[src/rtl/bram_port_master.sv]
// Request-side initiator for one BRAM port: turns a valid/ready request stream into
// CE/WE/WEM/A/D strobes and buffers the 1-cycle-latency read data in a credit-sized FIFO.
module bram_port_master #(
  parameter int ADDR_WIDTH = 12,
  parameter int DATA_WIDTH = 4,
  parameter int FIFO_DEPTH = 2
) (
  input  logic                  CLK,
  input  logic                  RSTN,
  input  logic                  req_valid,
  output logic                  req_ready,
  input  logic                  req_we,
  input  logic [ADDR_WIDTH-1:0] req_addr,
  input  logic [DATA_WIDTH-1:0] req_wdata,
  input  logic [DATA_WIDTH-1:0] req_wem,
  output logic                  rsp_valid,
  input  logic                  rsp_ready,
  output logic [DATA_WIDTH-1:0] rsp_rdata,
  output logic [ADDR_WIDTH-1:0] mem_A,
  output logic [DATA_WIDTH-1:0] mem_D,
  output logic                  mem_WE,
  output logic [DATA_WIDTH-1:0] mem_WEM,
  output logic                  mem_CE,
  input  logic [DATA_WIDTH-1:0] mem_Q,
  output logic [15:0]           rd_count
);

  localparam int OCC_W = $clog2(FIFO_DEPTH + 1);
  localparam int PTR_W = (FIFO_DEPTH > 1) ? $clog2(FIFO_DEPTH) : 1;
  localparam logic [PTR_W-1:0] LAST_PTR = PTR_W'(FIFO_DEPTH - 1);

  logic [DATA_WIDTH-1:0] fifo_mem [FIFO_DEPTH];
  logic [PTR_W-1:0]      wr_ptr;
  logic [PTR_W-1:0]      rd_ptr;
  logic [OCC_W-1:0]      occ;
  logic                  infl;
  logic                  acc;
  logic                  rd_acc;
  logic                  push;
  logic                  pop;
  logic [OCC_W:0]        credits_used;

  function automatic logic [PTR_W-1:0] next_ptr(input logic [PTR_W-1:0] p);
    return (p == LAST_PTR) ? '0 : p + 1'b1;
  endfunction

  // A read in flight still owns a FIFO slot, so it is counted before it lands.
  assign pop          = rsp_valid & rsp_ready;
  assign push         = infl;
  assign credits_used = {1'b0, occ} + (OCC_W+1)'(infl) - (OCC_W+1)'(pop);
  assign req_ready    = RSTN & (credits_used < (OCC_W+1)'(FIFO_DEPTH));
  assign acc          = req_valid & req_ready;
  assign rd_acc       = acc & ~req_we;

  assign mem_CE  = acc;
  assign mem_WE  = acc & req_we;
  assign mem_A   = req_addr;
  assign mem_D   = req_wdata;
  assign mem_WEM = (acc & req_we) ? req_wem : '0;

  assign rsp_valid = (occ != '0);
  assign rsp_rdata = fifo_mem[rd_ptr];

  always_ff @(posedge CLK or negedge RSTN) begin
    if (!RSTN) begin
      infl     <= 1'b0;
      occ      <= '0;
      wr_ptr   <= '0;
      rd_ptr   <= '0;
      rd_count <= '0;
    end else begin
      infl <= rd_acc;
      occ  <= occ + OCC_W'(push) - OCC_W'(pop);
      if (push)
        wr_ptr <= next_ptr(wr_ptr);
      if (pop)
        rd_ptr <= next_ptr(rd_ptr);
      if (rd_acc)
        rd_count <= rd_count + 16'd1;
    end
  end

  // Storage needs no reset: occupancy alone decides which entries are live.
  always_ff @(posedge CLK) begin
    if (push)
      fifo_mem[wr_ptr] <= mem_Q;
  end

  no_fifo_overflow: assert property (@(posedge CLK) disable iff (!RSTN)
    !(push && !pop && occ == OCC_W'(FIFO_DEPTH)));

endmodule

[config.mk]
export PLATFORM = sky130hd
export DESIGN_NAME = bram_port_master
export DESIGN_NICKNAME = d
export VERILOG_FILES = /design/src/rtl/bram_port_master.sv
export SDC_FILE = /design/constraint.sdc
export NUM_CORES = 1
export LEC_CHECK = 0
export ABC_AREA = 1
export BUFFER_PORTS_ARGS = -buffer_cell sky130_fd_sc_hd__buf_2
export CAP_MARGIN = 25
export CORE_ASPECT_RATIO = 1.25
export CORE_MARGIN = 2
export CORE_UTILIZATION = 48
export DETAILED_ROUTE_END_ITERATION = 8
export GPL_TIMING_DRIVEN = 1
export PLACE_DENSITY = 0.81
export SYNTH_ARGS = -nofsm -noshare
export SYNTH_HDL_FRONTEND = slang
export SYNTH_SLANG_ARGS = --single-unit
export TNS_END_PERCENT = 1
[constraint.sdc]
create_clock -name CLK -period 3.3 [get_ports CLK]
set_input_delay 0.33 -clock CLK [delete_from_list [all_inputs] [get_ports CLK]]
set_output_delay 0.33 -clock CLK [all_outputs]
set_load 0.01 [all_outputs]
==> impl_metrics.env <==
export IMPL_outcome="finished clean"
export IMPL_synth_top_area_share_pct=30.2
export IMPL_root_buffer="clkbuf_8"
export IMPL_critPathKind="reg -> out"
export IMPL_dp_hpwl_mm=2.45
export IMPL_seq_area_frac_synth_pct=44.1
export IMPL_cts_sinks=29
export IMPL_fin_crit_ns=3.13
export IMPL_finClkSkew_ns=0.00154
export IMPL_h_tree_depth=2
export IMPL_vias_per_cell=4.93
export IMPL_synth_edf_count=8
export IMPL_io_buffers=40
export IMPL_utilization_pct=57.9
export IMPL_syn_to_final_growth_pct=16.0
export IMPL_drv_slew=0
export IMPL_grt_util_all_layers_pct=17.7
export IMPL_drtAntennaViolNets=0
export IMPL_nets=275
export IMPL_initial_core_util_pct=49.9
export IMPL_clk_pin_slew_ns=0.06
export IMPL_pre_cts_ws_ns=0.262
export IMPL_layout_drive_gt1_share_pct=30.0
export IMPL_worstPathMaxFanout=5
export IMPL_grt_max_degree=23
export IMPL_synth_common_cells="70 x nand2_1, 27 x inv_1, 21 x dfrtp_1"
export IMPL_fin_crit_sh_pct=94.8
export IMPL_rrSetupSlack_ns=0.35
export IMPL_grt_use_met3_pct=5.60
export IMPL_grt_pass1_wl_mm=5.48
export IMPL_die_x_um=57.8
export IMPL_yosysTopAreaCell="dfrtp_1"
export IMPL_n_fill_cell=320
export IMPL_finalSetupViolCount=0
export IMPL_max_cap_violations=0
export IMPL_power_density_nw_per_um2=681
export IMPL_syn_nets=242
export IMPL_ys_top_cells_by_area="dfrtp_1 30%, nand2_1 15%, edfxtp_1 14%"
export IMPL_worstReg2RegStart="occ[1]$_DFF_PN0_"
export IMPL_start_kind="register"
export IMPL_syn_inst=209
export IMPL_gr_usage_met2_pct=30.9
export IMPL_gr_usage_met1_pct=19.3
export IMPL_synth_cell_type_count=27
export IMPL_grt_pass1_vias=1247
export IMPL_netlist_area_um2=1740
export IMPL_placed_area_um2=1840
export IMPL_endpoint_kind="primary output"
export IMPL_yosysWarnings=0
export IMPL_rsz0062_at_grt="false"
export IMPL_crit_required_ns=2.97
export IMPL_fmax_mhz=320
export IMPL_gr_total_overflow=0
export IMPL_cp_cell_sequence="or2_2 > nand2_1 > inv_1 > ha_1 > inv_1 > ha_1 > fa_1 > nor2_4 > nand3_4 > nor2_8 > nand2_2 > nor2_1 > buf_2"
export IMPL_relSlewSlack_pct=67.5
export IMPL_cpPeakStageDelay_ns=0.52
export IMPL_dr_pass1_iters=4
export IMPL_die_area_um2=4120
export IMPL_async_reset_ff_share_pct=72.4
export IMPL_p_total_mw=1.37
export IMPL_arrival_ns=2.80
export IMPL_clkLatencyLatePin_ns=0.28
export IMPL_clockBufferDepth=2
export IMPL_wl_mm=3.35
export IMPL_synth_seq_cells=29
export IMPL_busiest_layer="met2"
export IMPL_dpl_cell_count=270
export IMPL_ys_flop_type="dfrtp_1"
export IMPL_hold_path_class="in -> async"
export IMPL_yosysMostFrequentCell="nand2_1"
export IMPL_hold_slack_ns=0.00148
export IMPL_p_leak_nw=1.07
export IMPL_fin_tns_setup_ns=0
export IMPL_core_um2=3480
export IMPL_antenna_cells=0
export IMPL_fin_cells=282
export IMPL_worstMarginPinSlew_ns=0.487
export IMPL_dieHeight_um=71.3
export IMPL_drc=0
export IMPL_io_pin_count=73
export IMPL_fin_area_um2=2020
export IMPL_antenna_found_initial=0
export IMPL_cp_slowest_cell="fa_1"
export IMPL_reg2reg_depth=15
export IMPL_cts_tree="done"
export IMPL_fin_ws_ns=0.171
export IMPL_r2r_end="rd_count[6]$_DFFE_PN0P_"
export IMPL_hold_viol=0
export IMPL_syn_avg_cell_area_um2=8.32
export IMPL_numCtsBuffers=5
export IMPL_place_congestion=0.752
export IMPL_drt_initial_drc_count=19
export IMPL_via_count=1391
export IMPL_rows=24
export IMPL_wl_per_cell_um=11.9
export IMPL_peakVddDrop_mv=0.825
==> flip-flops by register name, indices dropped and copies added (netlist names) <==
register and cells:
occ 2, rd_ptr 1, infl 1, wr_ptr 1, fifo_mem 8, rd_count 16
==> routing by layer <==
| metal | vias to the layer above | wire length (um) |
|---|---|---|
| li1 | 697 | - |
| met1 | 653 | 1300 |
| met2 | 35 | 1770 |
| met3 | 6 | 231 |
| met4 | 0 | 51 |
| met5 | - | 0 |
==> placed cells by master (no fill, tap or decap), types with 2 or more instances in the layout <==
| cell | Yosys | final |
|---|---|---|
| buf_2 | 0 | 40 |
| buf_4 | 17 | 5 |
| bufinv_16 | 0 | 2 |
| clkbuf_8 | 0 | 5 |
| dfrtp_1 | 21 | 21 |
| edfxtp_1 | 8 | 8 |
| ha_1 | 3 | 3 |
| inv_1 | 27 | 27 |
| inv_2 | 2 | 2 |
| nand2_1 | 70 | 69 |
| nand2_2 | 4 | 5 |
| nand3_1 | 9 | 9 |
| nand3_2 | 2 | 2 |
| nand4_1 | 9 | 9 |
| nor2_1 | 13 | 13 |
| nor2_2 | 3 | 2 |
| nor2_4 | 1 | 2 |
| o21ai_2 | 2 | 2 |
| xnor2_1 | 5 | 5 |
| xor2_1 | 2 | 2 |
==> repair_timing <==
action | 4_1_cts | 5_1_grt
resized for setup | 1 | 1
pin swaps | 1 | 2
setup buffers | 2 | 2
setup endpoints to repair | 5 | 4
hold buffers | 0 | 0
==> where the power goes <==
part	internal (mW)	leakage, nW	switching [mW]
clock	0.300	0.0681	0.141
sequential	0.428	0.352	0.0624
combinational	0.183	0.648	0.259
total	0.910	1.07	0.462
==> cell type report <==
class                      instances  area, um^2  share of cell area [%]
clock buffer                       5        68.8                    3.41
clock inverter                     3        65.1                    3.23
inverter                          29         109                    5.40
multi-input combinational        132         721                    35.8
sequential                        29         766                    38.0
tap                               39        48.8                    2.42
timing repair buffer              45         238                    11.8
==> critical path: cells and delay by family, from the launching register on <==
kind / cells / cell delay [ns]
fa+ha+maj: 3 / 0.97
simple gates: 7 / 0.96
flops: 1 / 0.38
buf+inv: 3 / 0.22
==> cells by family after synthesis <==
kind of cell | Yosys count | share of synthesized area [%]
adder cells (fa/ha/maj) | 4 | 3.31
XOR/XNOR | 7 | 3.53
buffers and inverters | 48 | 14.9
AO/OA/AOI/OAI | 3 | 1.30
flip-flops | 29 | 44.1
AND/OR/NAND/NOR | 118 | 32.9
==> worst max-delay path by stage <==
stage                     cells after the start        startpoint         end
after floorplan                              12  occ[1]$_DFF_PN0_  mem_WEM[0]
after global placement                       13  occ[1]$_DFF_PN0_  mem_WEM[0]
after detailed placement                     13  occ[1]$_DFF_PN0_  mem_WEM[1]
after CTS                                    13  occ[1]$_DFF_PN0_  mem_WEM[1]
after global routing                         13  occ[1]$_DFF_PN0_  mem_WEM[1]
final                                        13  occ[1]$_DFF_PN0_  mem_WEM[1]
No activity file was read; power rests on OpenSTA's default activity.
